==> config.mk <==
export PLATFORM = sky130hd
export DESIGN_NAME = axil_master
export DESIGN_NICKNAME = d
export VERILOG_FILES = /design/src/rtl/axil_master.sv
export SDC_FILE = /design/constraint.sdc
export NUM_CORES = 1
export LEC_CHECK = 0
export ABC_AREA = 1
export CAP_MARGIN = 20
export CORE_MARGIN = 2
export CORE_UTILIZATION = 41
export CTS_CLUSTER_SIZE = 30
export DETAILED_ROUTE_END_ITERATION = 10
export PLACE_DENSITY = 0.85
export SETUP_SLACK_MARGIN = 0.02
export SLEW_MARGIN = 30
export SYNTH_ARGS = -nofsm -noshare
export SYNTH_HDL_FRONTEND = slang
export SYNTH_SLANG_ARGS = --single-unit
==> constraint.sdc <==
create_clock -name aclk -period 13.15 [get_ports aclk]
set_input_delay 3.2875 -clock aclk [delete_from_list [all_inputs] [get_ports aclk]]
set_output_delay 3.2875 -clock aclk [all_outputs]
set_load 0.01 [all_outputs]
==> src/rtl/axil_master.sv <==
// AXI-Lite master: turns one command at a time into an AW/W/B or AR/R exchange
// and returns the outcome on a response handshake. It also counts error responses.
module axil_master #(
    parameter int ERR_W = 16
) (
    input  logic             aclk,
    input  logic             aresetn,
    // command in
    input  logic             cmdValid,
    output logic             cmdReady,
    input  logic             cmdWrite,
    input  logic [31:0]      cmdAddr,
    input  logic [31:0]      cmdData,
    input  logic [3:0]       cmdStrb,
    input  logic [2:0]       cmdProt,
    // response out
    output logic             rspValid,
    input  logic             rspReady,
    output logic             rspWrite,
    output logic [31:0]      rspData,
    output logic [1:0]       rspResp,
    // AXI-Lite write address / data / response
    output logic [31:0]      awAddr,
    output logic [2:0]       awProt,
    output logic             awValid,
    input  logic             awReady,
    output logic [31:0]      wData,
    output logic [3:0]       wStrb,
    output logic             wValid,
    input  logic             wReady,
    input  logic [1:0]       bResp,
    input  logic             bValid,
    output logic             bReady,
    // AXI-Lite read address / data
    output logic [31:0]      arAddr,
    output logic [2:0]       arProt,
    output logic             arValid,
    input  logic             arReady,
    input  logic [31:0]      rData,
    input  logic [1:0]       rResp,
    input  logic             rValid,
    output logic             rReady,
    // status
    output logic             busy,
    output logic [ERR_W-1:0] errCount
);

    localparam logic [2:0] S_IDLE  = 3'd0;
    localparam logic [2:0] S_WRITE = 3'd1;
    localparam logic [2:0] S_WRESP = 3'd2;
    localparam logic [2:0] S_READ  = 3'd3;
    localparam logic [2:0] S_RDATA = 3'd4;
    localparam logic [2:0] S_RSP   = 3'd5;

    logic [2:0]       state_q, state_d;
    logic             aw_pend_q, aw_pend_d;
    logic             w_pend_q, w_pend_d;
    logic [31:0]      addr_q, addr_d;
    logic [31:0]      data_q, data_d;
    logic [3:0]       strb_q, strb_d;
    logic [2:0]       prot_q, prot_d;
    logic             rsp_write_q, rsp_write_d;
    logic [31:0]      rsp_data_q, rsp_data_d;
    logic [1:0]       rsp_resp_q, rsp_resp_d;
    logic [ERR_W-1:0] err_q, err_d;
    logic             resp_hs;
    logic [1:0]       resp_code;

    // NOTE: every variable written here gets a default first, so no path can leave
    // one unassigned and infer a latch.
    always_comb begin
        state_d     = state_q;
        aw_pend_d   = aw_pend_q;
        w_pend_d    = w_pend_q;
        addr_d      = addr_q;
        data_d      = data_q;
        strb_d      = strb_q;
        prot_d      = prot_q;
        rsp_write_d = rsp_write_q;
        rsp_data_d  = rsp_data_q;
        rsp_resp_d  = rsp_resp_q;
        err_d       = err_q;
        resp_hs     = 1'b0;
        resp_code   = 2'b00;

        case (state_q)
            S_IDLE: begin
                if (cmdValid) begin
                    addr_d = cmdAddr;
                    data_d = cmdData;
                    strb_d = cmdStrb;
                    prot_d = cmdProt;
                    if (cmdWrite) begin
                        state_d   = S_WRITE;
                        aw_pend_d = 1'b1;
                        w_pend_d  = 1'b1;
                    end else begin
                        state_d = S_READ;
                    end
                end
            end
            S_WRITE: begin
                // AW and W retire independently; move on once neither is left
                aw_pend_d = aw_pend_q && !awReady;
                w_pend_d  = w_pend_q && !wReady;
                if (!(aw_pend_q && !awReady) && !(w_pend_q && !wReady)) begin
                    state_d = S_WRESP;
                end
            end
            S_WRESP: begin
                if (bValid) begin
                    state_d     = S_RSP;
                    rsp_write_d = 1'b1;
                    rsp_data_d  = 32'h0;
                    rsp_resp_d  = bResp;
                    resp_hs     = 1'b1;
                    resp_code   = bResp;
                end
            end
            S_READ: begin
                if (arReady) begin
                    state_d = S_RDATA;
                end
            end
            S_RDATA: begin
                if (rValid) begin
                    state_d     = S_RSP;
                    rsp_write_d = 1'b0;
                    rsp_data_d  = rData;
                    rsp_resp_d  = rResp;
                    resp_hs     = 1'b1;
                    resp_code   = rResp;
                end
            end
            S_RSP: begin
                if (rspReady) begin
                    state_d = S_IDLE;
                end
            end
            default: state_d = S_IDLE;
        endcase

        if (resp_hs && resp_code != 2'b00 && err_q != {ERR_W{1'b1}}) begin
            err_d = err_q + ERR_W'(1);
        end
    end

    // NOTE: state flops use non-blocking assignment so every flop samples the
    // pre-edge value of every other flop, matching real hardware.
    always_ff @(posedge aclk) begin
        if (!aresetn) begin
            state_q     <= S_IDLE;
            aw_pend_q   <= 1'b0;
            w_pend_q    <= 1'b0;
            rsp_write_q <= 1'b0;
            rsp_data_q  <= 32'h0;
            rsp_resp_q  <= 2'b00;
            err_q       <= '0;
        end else begin
            state_q     <= state_d;
            aw_pend_q   <= aw_pend_d;
            w_pend_q    <= w_pend_d;
            rsp_write_q <= rsp_write_d;
            rsp_data_q  <= rsp_data_d;
            rsp_resp_q  <= rsp_resp_d;
            err_q       <= err_d;
        end
    end

    // NOTE: the command payload is left out of reset; it is only observed behind a
    // valid that is itself reset, so clearing it would buy nothing.
    always_ff @(posedge aclk) begin
        addr_q <= addr_d;
        data_q <= data_d;
        strb_q <= strb_d;
        prot_q <= prot_d;
    end

    // aresetn gates cmdReady so no command is offered while reset is held
    assign cmdReady = (state_q == S_IDLE) && aresetn;
    assign busy     = (state_q != S_IDLE);

    assign awValid  = aw_pend_q;
    assign awAddr   = addr_q;
    assign awProt   = prot_q;
    assign wValid   = w_pend_q;
    assign wData    = data_q;
    assign wStrb    = strb_q;
    assign bReady   = (state_q == S_WRESP);

    assign arValid  = (state_q == S_READ);
    assign arAddr   = addr_q;
    assign arProt   = prot_q;
    assign rReady   = (state_q == S_RDATA);

    assign rspValid = (state_q == S_RSP);
    assign rspWrite = rsp_write_q;
    assign rspData  = rsp_data_q;
    assign rspResp  = rsp_resp_q;
    assign errCount = err_q;

endmodule
* Yosys cells after proc, flatten, opt, wreduce, memory -nomap -nowiden
Index checks and enable logic that the tools add are counted.
Storage, ports and cells: register bits after elaboration 127, memories 0, logic and storage cells 71, bits in latches 0, bits in writable memories 0, ROM bits 0, input bits 117
Operators by class: divide/modulo/power cells 0, reduce and logical (&&, ||, !) cells 19, add/sub/neg operators 1, muxes and demuxes 27, equal/unequal tests 13, $lt $le $gt $ge 0, shift-type cells 0, bitwise logic cells 0, multipliers 0
Operators by type and width (number):
- $mux 32 | 2
- $pmux 32 s2 | 1
- $mux 3 | 6
- $pmux 3 s6 | 1
- $add 16x1->16 const B | 1
- $ne 16x16->1 const B | 1
- $mux 2 | 5
- $ne 2x2->1 const B | 5
- $pmux 1 s2 | 4
- $pmux 2 s2 | 2
- $eq 3x2->1 const B | 2
- $eq 3x3->1 const B | 2
- $logic_and 1x1->1 | 6
- $mux 1 | 6
- $reduce_and 3->1 | 2
- $reduce_and 6->1 | 1
- $reduce_bool 2->1 | 3
- $logic_not 1->1 | 4
- $ne 2x1->1 const B | 2
- $eq 3x1->1 const B | 1
- $logic_not 3->1 | 1
- $reduce_bool 3->1 | 1
- $reduce_and 2->1 | 1

* Logic depth before layout (Yosys ltp)
depth after elaboration 6, gate-level depth with buffers 10

* Worst setup path after synthesis
OpenSTA, ideal clock, no wires.
kind input to output, start in aresetn, end out cmdReady, arrival time 3.895 ns, cell stages on the path 4, slack 5.967 ns, cells stage by stage buf_2 -> inv_1 -> clkbuf_1 -> nor2_1
On the way: cells in the longest elaborated chain, start to end 1
RTL lines:
- start: declaration | line 7 | input logic aresetn,
- $logic_and 1x1->1 | line 180 | assign cmdReady = (state_q == S_IDLE) && aresetn;
- end: declaration | line 10 | output logic cmdReady,
No other way between the ends.

* Final worst setup path
Ends and elaborated chain as after synthesis.

==> out/metrics.yaml <==
outcome:
  status: "complete, no violations"
final_layout:
  drive_gt1_share_pct: 7.105
  fin_nets: 851
  antennaDiodeCount: 0
  area_growth_pct: 64.81
  fill_cells: 896
placed_design:
  place_congestion: 0.8867
  port_buffers: 281
  hpwlAfterDp_microns: 10920
drt:
  remaining_drc_errors: 0
  initialDrtViolationCount: 222
  wirelength_microns: 14570
  drt_pass1_iterations: 4
  dr_total_vias: 4318
  ant_nets: 0
  post_drt_wl_per_cell_microns: 16.32
  viasPerCell: 4.835
logic_synthesis:
  synth_nets: 598
  ys_types: 28
  yosys-top-cells-count: "128 x nand2_1, 71 x edfxtp_1, 56 x dfxtp_1"
  yosys_warnings: 0
  yosysTopAreaCell: "edfxtp_1"
  synth_area_leaders: "edfxtp_1 43%, dfxtp_1 22%, nand2_1 9.6%, buf_4 6.2%, a21oi_1 3.6%"
  synth_flop_cell: "edfxtp_1"
  synth-seq-cells: 127
  synth.most_common_cell: "nand2_1"
  async_reset_ff_share_pct: 0
  synth_edf_count: 71
  yosysSeqAreaShare_pct: 65.26
  synthCells: 480
  postSynthAreaPerCell_sq_um: 10.38
  synth_top_area_share_pct: 42.77
  syn_area_sq_um: 4985
sta:
  tns_ps: 0
  setup_violations: 0
  fin_skew_ps: 7.105
  slew_headroom_pct: 40.98
  slew_viol_final: 0
  rsz0062_at_grt: "false"
  post-route-period-util_pct: 60.54
  finalHoldViolCount: 0
  fmax_mhz: 125.6
  fin_crit_ps: 7962
  worst_pin_slew_ps: 885.4
min_path:
  whs_path_depth: 2
  hp-class: "flop to flop"
clock_tree:
  cts_resized: 0
  cts_tree: "yes"
  htreeDepth: 4
  cts.sinks: 127
  clockBufferDepth: 2
  clk_pin_slew_ps: 60
  clk_latency_ps: 400
  numCtsBuffers: 17
  root_buffer: "clkbuf_16"
  hold_buffers: 0
  postCtsSetupBuffers: 0
global_routing:
  antenna_found_initial: 0
  grtUsageTotal_pct: 21.88
  grt_pass1_vias: 4293
  grt_pass1_wl_microns: 21990
  grt_overflow: 0
  grt_max_degree: 72
critical_path:
  reg2regPathDepth: 6
  cp-start-kind: "input port"
  crit_fanout: 10
  cp.arrival_ps: 4670
  cp.required_ps: 9860
  end_kind: "primary output"
  setup.worst_path.class: "input port to primary output"
floorplanning:
  die_w_microns: 114.3
  pin_count: 282
  core_area_sq_um: 11960
  die_area_sq_um: 13060
  start_util_pct: 41.67
  die_y_microns: 114.3
  rows: 40
power_and_ir_drop:
  p_leak_nw: 2.995
  total_power_mw: 1.413
  power_density_nw_per_um2: 172.1
  ir_drop_uv: 72.66
flow_run:
  drv_cap: 0
-- per-layer routing --
metal	part of all wire, %	vias to the layer above	routed length (microns)	track usage [%]
li1	-	2063	-	-
met1	37	2035	5405	23.98
met2	53	189	7763	39.80
met3	7.1	31	1035	5.929
met4	2.5	0	369	9.268
met5	0	-	0	0
-- where the power goes --
part | total, mW | internal [mW] | switching [mW]
clock | 0.444 | 0.263 | 0.181
sequential | 0.541 | 0.507 | 0.0342
combinational | 0.429 | 0.203 | 0.225
total | 1.41 | 0.973 | 0.441
-- path summary, 6_finish.rpt --
check | start | to | slack (ps)
worst max-delay path | aresetn | cmdReady | 5190
worst min-delay path | rspData[22]$_SDFFE_PN0P_ | rspData[22]$_SDFFE_PN0P_ | 460
worst max register to register | state_q[1]$_SDFFE_PN0P_ | arAddr[20]$_DFFE_PP_ | 11030
worst min register to register | rspData[22]$_SDFFE_PN0P_ | rspData[22]$_SDFFE_PN0P_ | 460
-- per-stage QoR --
| stage | utilization [%] | setup slack, ps | hold slack, ps | instances | area [sq um] |
|---|---|---|---|---|---|
| 3_5_place_dp | 63.95 | 5187 | 454.7 | 861 | 7650 |
| 5_1_grt | 68.68 | 5094 | 486.5 | 893 | 8215 |
| 2_1_floorplan | - | 5967 | 483.0 | 480 | 4985 |
| 4_1_cts | 68.68 | 5187 | 464.0 | 893 | 8215 |
| 3_3_place_gp | 63.95 | 5174 | 447.9 | 861 | 7650 |
| 6_report | 68.68 | 5188 | 461.2 | 893 | 8215 |
-- final cells by class --
type                       instances  area (sq um)  share of cell area [%]
timing repair buffer             283          2828                   34.42
clock inverter                    12         96.34                   1.173
tap                              147         183.9                   2.239
sequential                       127          3253                   39.60
clock buffer                      20         469.2                   5.711
multi-input combinational        274          1272                   15.49
inverter                          30         112.6                   1.371
-- worst max-delay path: stages --
cell             delay [ps]
clkdlybuf4s50_1         640
inv_1                   100
nor2_1                  110
clkdlybuf4s50_1         540
-- cells in the final DEF (no fill, tap or decap), types with 3 or more instances in the layout --
cell type        count
nand2_1            128
clkbuf_16           18
clkdlybuf4s50_1    281
o21ai_0              7
inv_6                4
nand4_1              5
a21oi_2              5
edfxtp_1            71
nand3_1             20
a22oi_1              6
xnor2_1              3
dfxtp_1             56
a21oi_1             36
inv_2                3
nor2_4               4
nor2_1              44
xor2_1               3
nand2_2              4
inv_1               27
inv_4                4
-- registers in the layout (all words and copies together) (netlist names) --
| register | cells |
|---|---|
| arAddr | 32 |
| rspData | 32 |
| wData | 32 |
| errCount | 16 |
| wStrb | 4 |
| arProt | 3 |
| state_q | 3 |
| rspResp | 2 |
| awValid | 1 |
| rspWrite | 1 |
| wValid | 1 |
-- cell families after synthesis --
logic type,Yosys count,synth area share [%]
buffers and inverters,79,9.362
xor gates and xnor gates,6,1.054
adders and majority gates,1,0.2510
AOI/OAI and AO/OA,57,6.526
and+or+nand+nor,210,17.55
DFF,127,65.26
Note: power is estimated with default switching activity, not from simulation.
==> RTL edit (same flow settings) <==
Take the reset off `rsp_data_q` and load it in a clocked block of its own.
--- a/src/rtl/axil_master.sv
+++ b/src/rtl/axil_master.sv
@@ -155,3 +155,2 @@
             rsp_write_q <= 1'b0;
-            rsp_data_q  <= 32'h0;
             rsp_resp_q  <= 2'b00;
@@ -163,3 +162,2 @@
             rsp_write_q <= rsp_write_d;
-            rsp_data_q  <= rsp_data_d;
             rsp_resp_q  <= rsp_resp_d;
@@ -167,2 +165,6 @@
         end
+    end
+
+    always_ff @(posedge aclk) begin
+        rsp_data_q <= rsp_data_d;
     end
Check against the original RTL: differs if aresetn is asserted again (counterexample within 4 cycles, from zero or initial values and one cycle with aresetn low); with aresetn held inactive, the same outputs for 10 cycles.
==> RTL edit against the unedited design <==
Worst setup slack worse by 520 ps; power up 6.6%; wire length up 2.6%; non-clock buffer count unchanged; area after synthesis up 3.0%; sequential share of layout area up 2.6 points; sequential cell count unchanged; clock skew up 1.5 ps; register-to-register slack better by 170 ps; final area up 3.2%; worst hold slack better by 44 ps; core utilization up 1.3 points; first-iteration DRC count down 7.7%; largest power group unchanged.
==> RTL edit: results (changes against the unedited design) <==
pre-CTS WS 4710 ps (-473 ps); Tmin final 8480 ps (+517 ps); r2r setup slk 11,200 ps (+170 ps); Worst Path Max Fanout 14 (+4); wire length on met3 1200 µm (+16%); placer congestion estimate 0.896 (+1.0%); Syn Inst Count 444 (-7.5%); grt met3 use 7.27% (+1.3 points); Cell variety after synth 29 (+3.6%); Clock net power 453 µW (+2%); Post-synth EDFFs 103 (+45%); sequential power 590 µW (+9.1%); CP arrival 5190 ps (+520 ps); cell leakage power 3.15 nW (+5.3%); xor/xnor cell area share of the yosys netlist 1.19% (+0.14 points); dpl cells 853 (-0.93%); layout net count 822 (-3.4%); hold path startpoint wValid; RR Startpoint state_q[2]; met2 routed WL 8090 µm (+4.3%); FF-to-FF path depth 4 (-2); post-synth top area share 60.2% (+17 points); first-pass GRT wire length 21,700 µm (-1.3%); Adder-Cell Fraction of Synth Area 0.244% (-0.0073 points); Clock Skew 8.56 ps (+1.45 ps); Synth Net Count 562 (-6.0%); outcome finished, final reports clean; ranking of synthesized cells by area edfxtp_1, dfxtp_1, nand2_1, nor2_1, buf_4; Fillers 862 (-3.8%)
[RTL edit: changes by cell type after synthesis, sizes merged, moves of 2 or more]
cell,delta
nand4,-2
buf,-6
edfxtp,+32
nor2,+28
a21oi,-22
dfxtp,-32
inv,+24
o21ai,+8
a22oi,-6
nand3,-13
nand2,-46
[RTL edit: cell type report]
class	count	area (µm²)	area share, %
clock inverter	5	51.3	0.605
clock buffer	27	526	6.20
sequential	127	3570	42.1
timing repair buffer	283	2850	33.6
multi-input combinational	221	1070	12.6
tap	168	210	2.48
inverter	54	203	2.39
[RTL edit: worst max-delay path, cell delays in order]
cell             delay (ps)
clkdlybuf4s50_1         700
inv_1                   410
nor2_1                  220
clkdlybuf4s50_1         570
[RTL edit: how the worst max path moves through the flow]
stage	start	endpoint	cells past startpoint
final	aresetn	cmdReady	4
after global routing	aresetn	cmdReady	4
after CTS	aresetn	cmdReady	4
after detailed placement	aresetn	cmdReady	4
after global placement	aresetn	cmdReady	4
after floorplan	aresetn	cmdReady	3
